## src/rtl/rggen_rtl_pkg.sv

```systemverilog
// rggen_rtl_pkg: shared register-bus protocol types
package rggen_rtl_pkg;
  typedef enum logic [1:0] {
    RGGEN_OKAY         = 2'b00,
    RGGEN_EXOKAY       = 2'b01,
    RGGEN_SLAVE_ERROR  = 2'b10,
    RGGEN_DECODE_ERROR = 2'b11
  } rggen_status;
  typedef enum logic {
    RGGEN_READ  = 1'b0,
    RGGEN_WRITE = 1'b1
  } rggen_direction;
endpackage

```

## src/rtl/rggen_round_robin_selector.sv

```systemverilog
// rggen_round_robin_selector: first asserted request scanning last+1, last+2, ... wrapping at WIDTH-1
//   request: per-requester request bits
//   last:    index of the requester served most recently
//   found:   any request asserted
//   index:   winning requester (0 when nothing is found)
module rggen_round_robin_selector #(
  parameter int WIDTH = 2,
  localparam int IW = (WIDTH > 1) ? $clog2(WIDTH) : 1
) (
  input  logic [WIDTH-1:0] request,
  input  logic [IW-1:0]    last,
  output logic             found,
  output logic [IW-1:0]    index
);
  int idx;
  always_comb begin
    found = |request;
    index = '0;
    idx   = 0;
    // scanned farthest-first so the nearest requester after last is written last and wins
    for (int i = WIDTH; i >= 1; i--) begin
      idx = (int'(last) + i >= WIDTH) ? int'(last) + i - WIDTH : int'(last) + i;
      if (request[IW'(idx)]) index = IW'(idx);
    end
  end
endmodule

```

## src/rtl/rggen_bus_arbiter.sv

```systemverilog
// rggen_bus_arbiter: round-robin sharing of one downstream register bus between MASTERS upstream masters
//   m_*:         packed per-master request side; responses pulse only on the granted master's bits
//   s_*:         downstream bus, driven from the granted master while BUSY, zero while IDLE
//   grant_index: current or most recent grant
module rggen_bus_arbiter
  import rggen_rtl_pkg::*;
#(
  parameter int MASTERS       = 2,
  parameter int ADDRESS_WIDTH = 16,
  parameter int DATA_WIDTH    = 32,
  localparam int IW = $clog2(MASTERS)
) (
  input  logic                            clk,
  input  logic                            rst_n,
  input  logic [MASTERS-1:0]              m_request,
  input  logic [MASTERS*ADDRESS_WIDTH-1:0] m_address,
  input  logic [MASTERS-1:0]              m_direction,
  input  logic [MASTERS*DATA_WIDTH-1:0]   m_write_data,
  input  logic [MASTERS*DATA_WIDTH/8-1:0] m_write_strobe,
  output logic [MASTERS-1:0]              m_done,
  output logic [MASTERS-1:0]              m_read_done,
  output logic [MASTERS-1:0]              m_write_done,
  output logic [DATA_WIDTH-1:0]           m_read_data,
  output logic [1:0]                      m_status,
  output logic                            s_request,
  output logic [ADDRESS_WIDTH-1:0]        s_address,
  output logic                            s_direction,
  output logic [DATA_WIDTH-1:0]           s_write_data,
  output logic [DATA_WIDTH/8-1:0]         s_write_strobe,
  input  logic                            s_done,
  input  logic                            s_read_done,
  input  logic                            s_write_done,
  input  logic [DATA_WIDTH-1:0]           s_read_data,
  input  logic [1:0]                      s_status,
  output logic [IW-1:0]                   grant_index
);
  typedef enum logic {IDLE, BUSY} state_t;
  state_t state;
  logic [IW-1:0] grant, last, next;
  logic found, busy, done;
  logic [ADDRESS_WIDTH-1:0] addr [MASTERS];
  logic [DATA_WIDTH-1:0] wdata [MASTERS];
  logic [DATA_WIDTH/8-1:0] wstrb [MASTERS];
  for (genvar g = 0; g < MASTERS; g++) begin : g_slice
    assign addr[g]  = m_address[g*ADDRESS_WIDTH +: ADDRESS_WIDTH];
    assign wdata[g] = m_write_data[g*DATA_WIDTH +: DATA_WIDTH];
    assign wstrb[g] = m_write_strobe[g*DATA_WIDTH/8 +: DATA_WIDTH/8];
  end
  rggen_round_robin_selector #(.WIDTH(MASTERS)) u_selector (
    .request (m_request),
    .last    (last),
    .found   (found),
    .index   (next)
  );
  always_ff @(posedge clk or negedge rst_n) begin
    if (!rst_n) begin
      state <= IDLE;
      grant <= '0;
      last  <= IW'(MASTERS - 1);
    end else if (state == IDLE && found) begin
      grant <= next;
      state <= BUSY;
    end else if (state == BUSY && s_done) begin
      last  <= grant;
      state <= IDLE;
    end
  end
  assign busy           = state == BUSY;
  assign done           = busy && s_done;
  assign s_request      = busy && m_request[grant];
  assign s_address      = busy ? addr[grant] : '0;
  assign s_direction    = busy && m_direction[grant];
  assign s_write_data   = busy ? wdata[grant] : '0;
  assign s_write_strobe = busy ? wstrb[grant] : '0;
  assign m_done         = done ? MASTERS'(1) << grant : '0;
  assign m_read_done    = done && s_read_done ? MASTERS'(1) << grant : '0;
  assign m_write_done   = done && s_write_done ? MASTERS'(1) << grant : '0;
  assign m_read_data    = done ? s_read_data : '0;
  assign m_status       = done ? s_status : RGGEN_OKAY;
  assign grant_index    = grant;
endmodule

```

## config.mk

```make
export PLATFORM = sky130hd
export DESIGN_NAME = rggen_bus_arbiter
export DESIGN_NICKNAME = d
export VERILOG_FILES = /design/src/rtl/rggen_rtl_pkg.sv /design/src/rtl/rggen_round_robin_selector.sv /design/src/rtl/rggen_bus_arbiter.sv
export SDC_FILE = /design/constraint.sdc
export NUM_CORES = 1
export LEC_CHECK = 0
export BUFFER_PORTS_ARGS = -buffer_cell sky130_fd_sc_hd__clkbuf_2
export CAP_MARGIN = 15
export CORE_AREA = 2 2 94 96
export DETAILED_ROUTE_END_ITERATION = 10
export DIE_AREA = 0 0 96 98
export PLACE_DENSITY_LB_ADDON = 0.1
export SYNTH_ARGS = -nofsm -noshare
export SYNTH_HDL_FRONTEND = slang
export SYNTH_SLANG_ARGS = --single-unit
```

## constraint.sdc

```tcl
create_clock -name clk -period 1 [get_ports clk]
set_clock_uncertainty 0.05 [all_clocks]
set_input_delay 0.05 -clock clk [delete_from_list [all_inputs] [get_ports clk]]
set_output_delay 0.05 -clock clk [all_outputs]
set_load 0.02 [all_outputs]
```

==> impl_summary.md, run 1 <==
CTS
Clock-pin slew was measured on the worst setup and hold paths at 30 ps. The clock sink count is 3. Clock tree synthesis selected as its root buffer the cell clkbuf_8. The number of clock buffers inserted by TritonCTS is 3. The buffer levels on the longest clock path is 2. CTS built an H-tree with a depth of 1.

The clock network latency to the later pin of the worst-skew pair is 220 ps. The CTS tree is built.

Worst setup path
STA classifies the critical path endpoint as a primary output. The critical path required time is 900 ps. STA classifies the critical path startpoint as a flop. The worst setup path is of the flop to primary output kind.

The maximum net fanout on the critical path is 26. The signal on the critical path passes through buf_12 -> mux2i_2 -> nor2b_2 -> clkbuf_8. The delay of the slowest critical-path stage is 510 ps.

Data arrives at the worst endpoint at 1390 ps. The slowest cell on the critical path is dfrtp_4.

Pwr
The analysis attributes to cell leakage a power of 0.002028 µW. VDD sags by at most 0.5279 mV. Power spread over the standard cell area amounts to 1148 mW/mm². After layout, the design draws a total of 4416 µW.

Final layout
Excluding fillers, the count of instances in the completed layout stands at 532. 0 antenna diodes ended up in the layout. Summing all multi-input logic gate instances after layout gives 0.001531 mm².

The footprint of the flip-flops and latches is 81.33 µm². Of the cells placed in the final design, the portion with a size suffix greater than 1 is 87.03%. Relative to the synthesized area, the layout overhead comes to 181.8%.

The total number of nets in the final design is 572. The number of fill cells in the layout is 816.

Timing
The count of endpoints failing hold in the final timing report was 0. The actual transition at the worst max-transition pin is 258.9 ps. The share of the clock period used by the worst path is 149.4%. The highest clock frequency the design can meet is 669.5 MHz. The routed design could run at a clock period as short as 1494 ps. The final setup violation count is 98. The relative slew slack is 82.74%.

The number of slew-limit violations in the final report is 0. After routing, the total negative slack on setup checks comes to -38170 ps. Setup repair after global routing could not meet its margin everywhere.

In the post-route analysis, the smallest setup slack over all paths is -493.6 ps.

Detailed routing
The post-route antenna net violation count is 0. The DRC violations left is 0. The total via count in the routed design is 2270.

The DRC violation total after the first TritonRoute iteration is 19. Dividing the detail-routed wire length by the instance count gives 13.40 µm. For this run, the detailed router's first-pass iteration total came to 2.

Using the TritonRoute via totals, the vias-per-cell ratio works out to 4.267. Summed over all layers, the routed wires come to 7.128 mm.

Synth
The simple-gate area share of the yosys netlist is 43.90%. The synthesized netlist devotes 0% of its cell area to adder and majority cells. Counting every instance in the synthesized netlist gives 177. The compound-gate portion of the synthesized area is 2.291%.

The Yosys step of the flow raised 0 warnings. After synthesis, the netlist uses 16 different library cells. Summing the areas of all xor and xnor instances in the mapped netlist gives 0% of the synthesized area.

The portion of synthesized area spent on multiplexers is 39.60%. By area, the combinational part of the netlist is dominated by simple AND/OR/NAND/NOR gates. The synthesized area divided by synthesized cell count is 7.712 µm². Sequential elements use 5.591% of the synthesized area. Counting flops and latches in the post-synthesis netlist gives 3. Summing every instance area after synthesis gives 0.001365 mm². The net count of the mapped netlist is 324.

Floorplan
242 I/O pins were placed. The effective utilization at floorplan is 16.12%. The die footprint is 0.009408 mm². The area of the placeable core is 0.008466 mm². The die span in x is 96 µm. The placement row count is 34. Measured along the y axis, the die boundary spans 98 µm.

Placement
Once detailed placement completed, the half-perimeter wirelength came to 5.214 mm. Port buffering added 241 buffers. The placed cell count is 516. Routability-driven placement finished with a final weighted congestion of 0.7253.

Global route
Global routing consumed, over all layers together, 13.96% of the routing resources. The first global-routing pass estimated 10.63 mm of wire. For this run the aggregate overflow at the end of global routing stands at 0. The number of global-route vias before repair is 2296. The initial antenna violation count is 0. Entering global routing, the biggest net connects 30 pins.

Outcome
The flow ran to the end, but the final reports show violations. The final reports fail on setup timing.

Hold path
The tightest min-delay check is of the input port to flop type.

Job
The number of max-cap violations is 0.
==> metal layers <==
layer  share of wire [%]  track usage [%]  wire (µm)
met3                  10            3.009        733
met2                  57            29.81       4061
met4                0.22            1.319         16
met1                  33            13.26       2317
met5                   0                0          0
==> layout by cell type (no fill, tap or decap), types with 2 or more instances in the layout <==
cell type | synthesis | final
buf_4 | 5 | 9
mux2i_2 | 0 | 6
clkbuf_4 | 0 | 8
clkbuf_8 | 0 | 14
buf_12 | 0 | 6
mux2i_1 | 54 | 48
buf_8 | 2 | 35
buf_2 | 1 | 5
and2_4 | 0 | 2
clkbuf_2 | 0 | 174
buf_6 | 0 | 10
and3_4 | 0 | 34
a21o_1 | 2 | 2
nor2b_2 | 0 | 54
buf_16 | 0 | 4
==> critical path, delay by kind of cell (launching register included) <==
family,cells,cell delay [ps]
buffers and inverters,2,350
flip-flops,1,510
multiplexers,1,170
AND/OR/NAND/NOR,1,140
==> area by class of cell <==
type                            instances  area share [%]
Multi-Input combinational cell        154           39.82
Sequential cell                         3           2.115
Timing Repair Buffer                  263           53.38
Tap cell                              108           3.513
Clock buffer                            4           1.171
==> repair_timing <==
item	4_1_cts	5_1_grt
gates resized for setup	148	70
pin swaps	23	3
endpoints found under the setup margin	98	98
buffers inserted	8	1
hold buffers	1	0
hold endpoints to repair	3	0
gates cloned	6	0
==> power breakdown <==
part | internal [µW] | switching [µW] | leakage (µW)
combinational | 2020 | 1820 | 0.00197
sequential | 169 | 47.4 | 0.0000318
clock | 272 | 81.7 | 0.0000228
==> registers in the layout, summed over array words and instances, names as in the netlist <==
| signal | flops |
|---|---|
| grant_index | 1 |
| last | 1 |
| busy | 1 |
==> path summary, 6_finish.rpt <==
path,start,cells past startpoint,end,slack (ps)
max reg2reg,busy,4,grant_index,-190
max,grant_index,4,s_write_data[9],-490
min in group asynchronous,rst_n,2,grant_index,150
min,m_request[0],2,busy,50
min reg2reg,last,1,last,470
max in group asynchronous,rst_n,2,last,540
==> logic make-up (layout without fill, tap and decap cells) <==
group,Yosys count,after routing
mux,54,54
buf+inv,20,267
flops,3,3
compound gates,4,4
simple gates,96,96
==> synth_stat cells, drive strengths merged <==
cell	n	area, µm²
mux2i	54	540.5
nor2b	54	337.8
and3	35	219.0
clkbuf	12	45.04
buf	8	72.57
nor3b	3	22.52
a21o	2	15.01
and2	2	12.51
dfrtp	2	50.05
dfstp	1	26.28
nand2	1	3.750
nor2	1	3.750
o21bai	1	7.510
o31a	1	8.760
==> through the flow <==
stage	instance area (µm²)	setup WS, ps	hold WS (ps)	utilization (%)
after floorplan	1558	-294.1	-295.6	-
after global placement	2903	-248.3	-193.9	34.29
after detailed placement	2903	-253.8	-193.5	34.29
after CTS	3790	-483.9	47.90	44.77
after global routing	3846	-567.0	49.81	45.43
final	3846	-493.6	50.14	45.43
Note: power is estimated with default switching activity, not from simulation.
==> run 2, diff against run 1 <==
--- a/config.mk
+++ b/config.mk
@@ -11,6 +11,7 @@
 export DETAILED_ROUTE_END_ITERATION = 10
 export DIE_AREA = 0 0 96 98
 export PLACE_DENSITY_LB_ADDON = 0.1
+export SKIP_LAST_GASP = 1
 export SYNTH_ARGS = -nofsm -noshare
 export SYNTH_HDL_FRONTEND = slang
 export SYNTH_SLANG_ARGS = --single-unit
==> impl_summary.md, run 2 (synthesis gave the netlist of run 1 again) <==
Final layout
The footprint of the flip-flops and latches is 81.33 µm². The commonest non-fill, non-tap cell in the layout is clkbuf_2. The share of cells above drive strength 1 is 87.32%. The final layout contains 574 nets. In the final layout, the multi-input gates occupy 0.001555 mm².

Leaving out fill and tap cells, the most frequent cells in the layout are clkbuf_2, nor2b_2, mux2i_1. The final core area utilization is 45.27%. The number of fill cells in the layout is 818.

The area growth from synthesis to layout is 180.8%. The number of antenna diodes is 0.

Pwr
The part of the power in the clock network is 8.0%. In this run the power density over the cells is 1146 mW/mm². IR analysis of the VDD net gives a maximum drop of 0.4919 mV. In this run the power spent charging and discharging nets is 1962 µW.

The reported leakage power is 0.002024 µW. Cell internal power was estimated by the tool at 2428 µW. In this run, flip-flops and latches consume 4.9% of the power. The logic gate share of total power is 87.1%. Net switching is 44.69% of the power.

Detailed routing
The post-route antenna net violation count is 0. In the final routed layout, each cell accounts on average for 13.30 µm. Across all layers, the routed design uses 2268 vias. The total wire length is 7.103 mm. The DRC violations left is 0. The detailed router finished its first iteration with 10 violations.

The iteration count of the initial detailed-routing pass is 3. The via density per instance is 4.247.

Worst setup path
The cell depth of the worst flop-to-flop path is 4. For the worst setup path, the data arrival time is 1390 ps. STA classifies the critical path endpoint as a primary output. The critical path required time is 900 ps. The category of the critical setup timing path is flop to primary output. The worst setup path is launched from a flop. Along the worst path, the maximum fanout reaches 26.

Floorplan
The die footprint is 0.009408 mm². The effective utilization at floorplan is 16.12%. The placement row count is 34. After floorplanning, the core was sized to cover 0.008466 mm².

For this design the top-level I/O count stands at 242. The die span in x is 96 µm. In this run the vertical extent of the chip is 98 µm.

Timing
The share of the clock period used by the worst path is 149.1%. For the final routed database, the setup TNS stands at -38490 ps. Subtracting the final worst setup slack from the clock period gives 1491 ps. Setup repair after global routing could not meet its margin everywhere.

The count of endpoints failing hold in the final timing report is 0. The smallest setup slack after layout is -491.1 ps. The relative slew slack is 82.51%.

Setup violations remaining at the end of the flow were counted as 98. The number of slew-limit violations in the final report is 0. At the pin with the least slew margin, the transition time is 262.3 ps. For this run, the top clock speed supported by timing is 670.7 MHz.

CTS
The clock network latency to the later pin of the worst-skew pair is 210 ps. In this run the clock root is driven by a clkbuf_8. In this run the number of H-tree levels came out at 1. After clock tree synthesis, the clock-pin slew on the worst setup and hold paths is 30 ps. The clock sink count is 3. In this run the deepest clock path goes through 2 buffers. TritonCTS built the clock tree. The number of clock buffers inserted by TritonCTS is 3.

Global route
The combined global-route utilization of all metal layers is 13.84%. The global-route wire length before repair is 10.53 mm. The number of global-route vias before repair was 2296. The initial antenna violation count is 0. The overflow left after global routing is 0. The pin count of the biggest net entering global routing is 30.

Hold path
The class of the most critical hold timing path is input port to flop. Along the worst hold path, the cell count comes to 2.

Outcome
The final reports fail on setup timing. The flow ran to the end, but the final reports show violations.

Placement
At the end of routability-driven placement, the weighted congestion stood at 0.7253. At the placement stage, the worst setup path has a slack of -253.8 ps. Input and output buffers added on the ports amount to 241. Detailed placement finished with a half-perimeter wire length of 5.214 mm.

Job
The number of max-cap violations is 0.
-- run 2: cell count changes in the layout (fill, tap and decap cells not counted), sizes merged --
| cell | before | now |
|---|---|---|
| clkbuf | 197 | 196 |
| buf | 69 | 72 |
-- run 2: cell type report --
type / count / share of cell area [%]
Sequential cell: 3 / 2.122
Tap cell: 108 / 3.526
Clock buffer: 4 / 1.175
Multi-Input combinational cell: 154 / 40.58
Timing Repair Buffer: 265 / 52.60
-- run 2: final timing paths --
kind	start	slack (ps)	endpoint
max	grant_index	-490	s_write_data[9]
min	m_request[0]	50	busy
max reg2reg	busy	-220	grant_index
min reg2reg	last	470	last
max in group asynchronous	rst_n	540	last
min in group asynchronous	rst_n	150	grant_index
-- run 2: metal layers --
| layer | routed length (µm) | GRT usage, % | up-vias | share of wire (%) |
|---|---|---|---|---|
| li1 | - | - | 1118 | - |
| met1 | 2411 | 13.07 | 1009 | 34 |
| met2 | 3981 | 29.75 | 139 | 56 |
| met3 | 694 | 2.701 | 2 | 9.8 |
| met4 | 16 | 1.538 | 0 | 0.23 |
| met5 | 0 | 0 | - | 0 |
-- run 2: power by group through the flow --
stage          combinational, µW  clock (µW)  sequential [µW]
2_1_floorplan               2170           0              192
3_3_place_gp                3080           0              216
3_5_place_dp                3100           0              219
4_1_cts                     3670         365              214
5_1_grt                     4070         382              219
6_report                    3820         351              215
-- run 2: critical path, cell delays in order (launching register included) --
cell      delay (ps)
dfrtp_4          510
buf_12           190
mux2i_2          170
nor2b_2          120
clkbuf_4         170
-- run 2: through the flow --
step | hold slack, ps | instances | total power [µW] | area [µm²]
2_1_floorplan | -295.6 | 177 | 2365 | 1558
3_3_place_gp | -193.9 | 516 | 3301 | 2903
3_5_place_dp | -193.5 | 516 | 3314 | 2903
4_1_cts | 47.90 | 534 | 4251 | 3717
5_1_grt | 56.43 | 534 | 4674 | 3832
6_report | 48.91 | 534 | 4390 | 3832
-- run 2: repair_timing --
item                                   in CTS  in global routing
hold buffers                                1                  0
endpoints found under the hold margin       3                  0
setup endpoints to repair                  98                 98
gates cloned                                6                  1
gates resized for setup                   135                 75
setup buffers                               8                  1
pin swaps                                  23                  4
